## src/rtl/uart_pkg.sv

```systemverilog
// Shared types and constants for the UART capture block: parity encodings,
// receiver FSM states and a counter-width helper.
package uart_pkg;

  localparam int PAR_NONE = 0;
  localparam int PAR_ODD  = 1;
  localparam int PAR_EVEN = 2;

  typedef enum logic [2:0] {
    IDLE,
    START,
    DATA,
    PAR,
    STOP,
    WAIT_IDLE
  } rx_state_e;

  // Bits needed to hold values 0..n-1.
  function automatic int cnt_width(input int n);
    return (n <= 2) ? 1 : $clog2(n);
  endfunction

endpackage

```

## src/rtl/sync_fifo.sv

```systemverilog
// Single-clock FIFO with a registered head word; accepts push and pop in the
// same cycle even when full. rdata holds its last value once empty.
module sync_fifo #(
  parameter int WIDTH = 10,
  parameter int DEPTH = 16
) (
  input  logic                     HCLK,
  input  logic                     HRESET,
  input  logic                     push,
  input  logic                     pop,
  input  logic [WIDTH-1:0]         wdata,
  output logic [WIDTH-1:0]         rdata,
  output logic                     full,
  output logic                     empty,
  output logic [$clog2(DEPTH):0]   level
);

  localparam int AW = $clog2(DEPTH);

  logic [WIDTH-1:0] mem [DEPTH];
  logic [AW-1:0]    wr_ptr, rd_ptr, rd_nxt;
  logic             do_push, do_pop;

  assign empty   = (level == '0);
  assign full    = (level == (AW+1)'(DEPTH));
  assign do_pop  = pop & ~empty;
  assign do_push = push & (~full | do_pop);
  assign rd_nxt  = rd_ptr + 1'b1;

  always_ff @(posedge HCLK) begin
    if (do_push) mem[wr_ptr] <= wdata;
  end

  always_ff @(posedge HCLK or posedge HRESET) begin
    if (HRESET) begin
      wr_ptr <= '0;
      rd_ptr <= '0;
      level  <= '0;
      rdata  <= '0;
    end else begin
      if (do_push) wr_ptr <= wr_ptr + 1'b1;
      if (do_pop)  rd_ptr <= rd_nxt;
      case ({do_push, do_pop})
        2'b10:   level <= level + 1'b1;
        2'b01:   level <= level - 1'b1;
        default: level <= level;
      endcase
      // Head register tracks the next oldest entry; a lone survivor being
      // popped hands over directly to the word being written.
      if (do_pop) begin
        if (level > (AW+1)'(1)) rdata <= mem[rd_nxt];
        else if (do_push)       rdata <= wdata;
      end else if (empty && do_push) begin
        rdata <= wdata;
      end
    end
  end

endmodule

```

## src/rtl/uart_rx_capture.sv

```systemverilog
// UART receiver with configurable framing and oversampling; captured frames
// and their parity/framing status are queued in a FIFO for a host consumer.
module uart_rx_capture import uart_pkg::*; #(
  parameter int CLKS_PER_BIT = 16,
  parameter int DATA_BITS    = 8,
  parameter int PARITY       = 0,
  parameter int STOP_BITS    = 1,
  parameter int FIFO_DEPTH   = 16
) (
  input  logic                          HCLK,
  input  logic                          HRESET,
  input  logic                          rx,
  output logic [DATA_BITS+1:0]          rd_data,
  output logic                          rd_valid,
  input  logic                          rd_ready,
  output logic                          overrun,
  input  logic                          clr,
  output logic [$clog2(FIFO_DEPTH):0]   level
);

  localparam int CW = cnt_width(CLKS_PER_BIT);
  localparam int BW = cnt_width(DATA_BITS);

  logic [1:0]           sync;
  logic                 rx_s;
  rx_state_e            state;
  logic [CW-1:0]        cnt;
  logic [BW-1:0]        bidx;
  logic                 sidx;
  logic [DATA_BITS-1:0] shreg;
  logic                 par_err, frm_err, push_q;
  logic                 stop_bad, tick;
  logic                 fifo_full, fifo_empty, drop;

  always_ff @(posedge HCLK or posedge HRESET) begin
    if (HRESET) sync <= 2'b11;
    else        sync <= {sync[0], rx};
  end
  assign rx_s = sync[1];

  assign tick     = (cnt == '0);
  assign stop_bad = frm_err | ~rx_s;

  always_ff @(posedge HCLK or posedge HRESET) begin
    if (HRESET) begin
      state   <= IDLE;
      cnt     <= '0;
      bidx    <= '0;
      sidx    <= 1'b0;
      shreg   <= '0;
      par_err <= 1'b0;
      frm_err <= 1'b0;
      push_q  <= 1'b0;
    end else begin
      push_q <= 1'b0;
      case (state)
        IDLE: if (!rx_s) begin
          state <= START;
          cnt   <= CW'(CLKS_PER_BIT/2 - 1);
        end
        START: if (tick) begin
          if (rx_s) state <= IDLE;
          else begin
            state   <= DATA;
            cnt     <= CW'(CLKS_PER_BIT - 1);
            bidx    <= '0;
            par_err <= 1'b0;
            frm_err <= 1'b0;
          end
        end else cnt <= cnt - 1'b1;
        DATA: if (tick) begin
          shreg <= {rx_s, shreg[DATA_BITS-1:1]};
          cnt   <= CW'(CLKS_PER_BIT - 1);
          if (bidx == BW'(DATA_BITS - 1)) begin
            state <= (PARITY != PAR_NONE) ? PAR : STOP;
            sidx  <= 1'b0;
          end else bidx <= bidx + 1'b1;
        end else cnt <= cnt - 1'b1;
        PAR: if (tick) begin
          // Odd parity wants an odd count of ones over data+parity bit.
          par_err <= (^{shreg, rx_s}) ^ (PARITY == PAR_ODD);
          state   <= STOP;
          cnt     <= CW'(CLKS_PER_BIT - 1);
        end else cnt <= cnt - 1'b1;
        STOP: if (tick) begin
          frm_err <= stop_bad;
          if (sidx == 1'(STOP_BITS - 1)) begin
            push_q <= 1'b1;
            state  <= stop_bad ? WAIT_IDLE : IDLE;
          end else begin
            sidx <= 1'b1;
            cnt  <= CW'(CLKS_PER_BIT - 1);
          end
        end else cnt <= cnt - 1'b1;
        WAIT_IDLE: if (rx_s) state <= IDLE;
        default: state <= IDLE;
      endcase
    end
  end

  sync_fifo #(.WIDTH(DATA_BITS + 2), .DEPTH(FIFO_DEPTH)) u_fifo (
    .HCLK   (HCLK),
    .HRESET (HRESET),
    .push   (push_q),
    .pop    (rd_ready),
    .wdata  ({par_err, frm_err, shreg}),
    .rdata  (rd_data),
    .full   (fifo_full),
    .empty  (fifo_empty),
    .level  (level)
  );

  assign rd_valid = ~fifo_empty;
  assign drop     = push_q & fifo_full & ~(rd_ready & ~fifo_empty);

  // A new drop outranks a clear landing in the same cycle.
  always_ff @(posedge HCLK or posedge HRESET) begin
    if (HRESET)   overrun <= 1'b0;
    else if (drop) overrun <= 1'b1;
    else if (clr)  overrun <= 1'b0;
  end

endmodule

```

## config.mk

```make
export PLATFORM = sky130hd
export DESIGN_NAME = uart_rx_capture
export DESIGN_NICKNAME = d
export VERILOG_FILES = /design/src/rtl/uart_pkg.sv /design/src/rtl/sync_fifo.sv /design/src/rtl/uart_rx_capture.sv
export SDC_FILE = /design/constraint.sdc
export NUM_CORES = 1
export LEC_CHECK = 0
export BUFFER_PORTS_ARGS = -buffer_cell sky130_fd_sc_hd__buf_2
export CAP_MARGIN = 10
export CORE_ASPECT_RATIO = 1.5
export CORE_MARGIN = 2
export CORE_UTILIZATION = 55
export CTS_CLUSTER_SIZE = 12
export DETAILED_ROUTE_END_ITERATION = 10
export GPL_TIMING_DRIVEN = 0
export PLACE_DENSITY = 0.82
export SYNTH_ARGS = -nofsm -noshare
export SYNTH_HDL_FRONTEND = slang
export SYNTH_SLANG_ARGS = --single-unit
```

## constraint.sdc

```tcl
create_clock -name HCLK -period 2.85 [get_ports HCLK]
set_input_delay 0 -clock HCLK [delete_from_list [all_inputs] [get_ports HCLK]]
set_output_delay 0 -clock HCLK [all_outputs]
set_load 0.05 [all_outputs]
```

==> flow_summary.toml <==
[layout]
fin_area_mm2 = 0.0101
drive_above_1_share_pct = 24.1
area_growth_pct = 12.1
seq_area_mm2 = 0.00598
multi_input_area_mm2 = 0.00287
n_antenna_cell = 0
fill_cells = 1124
postLayoutCoreUtil_pct = 62.7
finish.net_count = 604

[yosys]
synth.top_cell.area_share_pct = 53.3
synth_top_cell_by_area = "edfxtp_1"
synth_seq_cells = 207
async_flop_share_pct = 22.7
synth_cells = 535
synth_area_mm2 = 0.00901
yosysWarnings = 0
syn_avg_cell_area_um2 = 16.9
seq_area_frac_synth_pct = 66.4
synth-edff-count = 160
syn-num-nets = 552
synth_cell_type_count = 63
synth_ff_type = "edfxtp_1"
synthTopCellsByArea = "edfxtp_1 (53%), dfrtp_1 (12%), mux4_2 (9.0%)"

[place]
dp_slack_ns = -0.147
port-buffer-count = 21
gp_congestion = 0.871
hpwl_um = 12600
postPlaceCellArea_mm2 = 0.00941

[routing]
drt-pass1-iter-count = 8
wl_um = 19300
wire_per_inst_um = 23.9
drtIter0Drc = 490
postRouteAntennaNets = 0
num_vias = 5073
via_per_inst = 6.29
drcViolationCount = 0

[job]
cap_violations = 0

[sta]
layout_setup_ws_ns = 0.148
worst_slew_pin_slew_ns = 0.832
fin_setup_tns_ns = 0
finalMaxSlewViolations = 0
clock.fmax_mhz = 370
setup_viol = 0
fin_crit_ns = 2.70
hold_ws_ns = 0.150
maxSlewHeadroom_pct = 44.5
timing.final.crit_share_pct = 94.8
clock_skew_ns = 0.00964
hold_viol_final = 0
rsz0062_at_grt = "false"

[setup_path]
crit_arrival_ns = 3.05
crit_type = "flip-flop to flip-flop"
crit_path_start_kind = "flip-flop"
cp_data_required_time_ns = 3.20
crit_fanout = 10
end_kind = "flip-flop"

[power]
vdd_drop_max_uv = 731
p_seq_share_pct = 37.2
p_sw_mw = 3.49
p_leak_nw = 3.62
clockPowerShare_pct = 25.6
p_per_area_mw_per_mm2 = 960
switching_share_pct = 36.0
comb_power_share_pct = 37.1
intPower_mw = 6.21

[global_route]
grt-ovfl-total = 0
grt_max_degree = 38
grt_pass1_wl_um = 30000
track_usage_pct = 23.0
grt_pass1_vias = 5299
antenna_found_initial = 0

[clock_network]
cts_tree = "done"
cts_htree_levels = 1
clock-sinks = 207
root_buffer = "clkbuf_16"
clk_path_buf_depth = 3
postCtsSetupBuffers = 0
clkSlewWorstSetupHoldPaths_ns = 0.07
cts_buffers = 21
clkLatencyLatePin_ns = 0.49

[run_status]
outcome = "finished, final reports clean"

[floorplanning]
die-area_mm2 = 0.0175
die_h_um = 161
pin_count = 22
core_mm2 = 0.0161
initial_core_util_pct = 55.9
die_w_um = 109
rows = 57

[worst_hold_path]
hp-class = "input port to flip-flop"
## cells in the final DEF, fill, tap and decap left out, types with 6 or more instances in the layout
cell             n
a21oi_1         15
and3_1           6
buf_2           31
clkbuf_1        25
clkbuf_16       21
dfrtp_1         45
dlygate4sd3_1    6
edfxtp_1       160
ha_1            12
inv_1           11
mux2_2          10
mux2i_1         11
mux4_2          36
nand2_1         18
nand3_1          6
nor2_1          16
nor3b_1         31
o21ai_0         13
or2_2           10
xnor2_1         17
## metrics by stage
| stage | total power [mW] | cells |
|---|---|---|
| floorplan | 6.35 | 535 |
| global placement | 7.08 | 762 |
| detailed placement | 7.20 | 764 |
| CTS | 9.71 | 807 |
| global route | 10.1 | 807 |
| finish | 9.70 | 807 |
## what timing repair did
action | 4_1_cts | 5_1_grt
hold endpoints to repair | 52 | 0
gates resized for setup | 5 | 3
cloned | 0 | 0
setup endpoints to repair | 58 | 79
hold buffers | 6 | 0
## power groups by stage
stage / Sequential, mW / Combinational [mW] / Clock [mW]
global route: 3.63 / 3.83 / 2.62
finish: 3.61 / 3.60 / 2.49
CTS: 3.61 / 3.59 / 2.51
detailed placement: 3.67 / 3.53 / 0
global placement: 3.66 / 3.42 / 0
floorplan: 3.96 / 2.39 / 0
## Yosys cell counts, types with 3 or more instances
| cell type | number |
|---|---|
| mux2_2 | 10 |
| nor3_1 | 6 |
| nor3b_1 | 33 |
| nand3_1 | 6 |
| a21oi_1 | 15 |
| nand4_1 | 3 |
| mux4_2 | 36 |
| xnor2_1 | 17 |
| nor2_1 | 16 |
| a2111oi_1 | 5 |
| nand2_1 | 18 |
| o21ai_0 | 13 |
| dfrtp_1 | 45 |
| and2_1 | 5 |
| and3_1 | 6 |
| edfxtp_1 | 160 |
| buf_2 | 8 |
| a21o_1 | 3 |
| a22o_1 | 3 |
| a2111oi_2 | 4 |
| mux4_1 | 4 |
| buf_4 | 3 |
| and4_1 | 4 |
| ha_1 | 12 |
| nor2b_1 | 5 |
| mux2i_1 | 11 |
| or2_2 | 10 |
| inv_1 | 12 |
| clkbuf_1 | 12 |
| a31oi_1 | 5 |
## critical path, cell delays in order (launching register included)
cell	delay (ns)
dfrtp_1	0.41
ha_1	0.28
clkbuf_1	0.22
clkbuf_1	0.58
mux4_2	0.45
a2111oi_1	0.46
a21oi_1	0.14
## state kept, by name, indices dropped and copies added, names as in the netlist
| name | flops |
|---|---|
| cnt | 4 |
| u_fifo.wr_ptr | 4 |
| push_q | 1 |
| u_fifo.rd_ptr | 4 |
| overrun | 1 |
| sync | 2 |
| u_fifo.mem | 160 |
| shreg | 8 |
| u_fifo.level | 5 |
| par_err | 1 |
| state | 3 |
| bidx | 3 |
| u_fifo.rdata | 10 |
| frm_err | 1 |
## cells by family (layout without fill, tap and decap cells)
logic type / Yosys count / count (layout) / synth area share, %
DFF: 207 / 207 / 66.4
adders and majority gates: 12 / 12 / 1.67
buffers and inverters: 40 / 106 / 2.25
AOI/OAI and AO/OA: 73 / 73 / 6.48
and+or+nand+nor: 122 / 122 / 8.63
xor gates and xnor gates: 19 / 19 / 1.85
muxes: 62 / 62 / 12.8
## worst paths after layout
check	start	endpoint	slack, ns	cells past startpoint
worst max-delay path	u_fifo.rd_ptr[0]	u_fifo.rdata[7]	0.15	6
worst min-delay path	rx	sync[0]	0.15	2
worst max register to register	u_fifo.rd_ptr[0]	u_fifo.rdata[7]	0.15	6
worst min register to register	sync[0]	sync[1]	0.35	0
max in group asynchronous	HRESET	u_fifo.rdata[8]	1.79	5
min in group asynchronous	HRESET	cnt[3]	0.55	4
## cell type report
type	instances	area share, %
Inverter	13	0.483
Sequential cell	207	59.2
Timing Repair Buffer	29	1.88
Tap cell	206	2.55
Multi-Input combinational cell	288	28.4
Buffer	27	1.54
Clock inverter	2	0.136
Clock buffer	35	5.82
## per-layer routing
layer | track usage, % | vias up | share of wire (%)
met5 | 0 | - | 0
met4 | 10.6 | 0 | 4.4
li1 | - | 2217 | -
met3 | 2.60 | 57 | 5.1
met2 | 40.4 | 204 | 53
met1 | 28.1 | 2595 | 37
No activity file was read; power rests on OpenSTA's default activity.
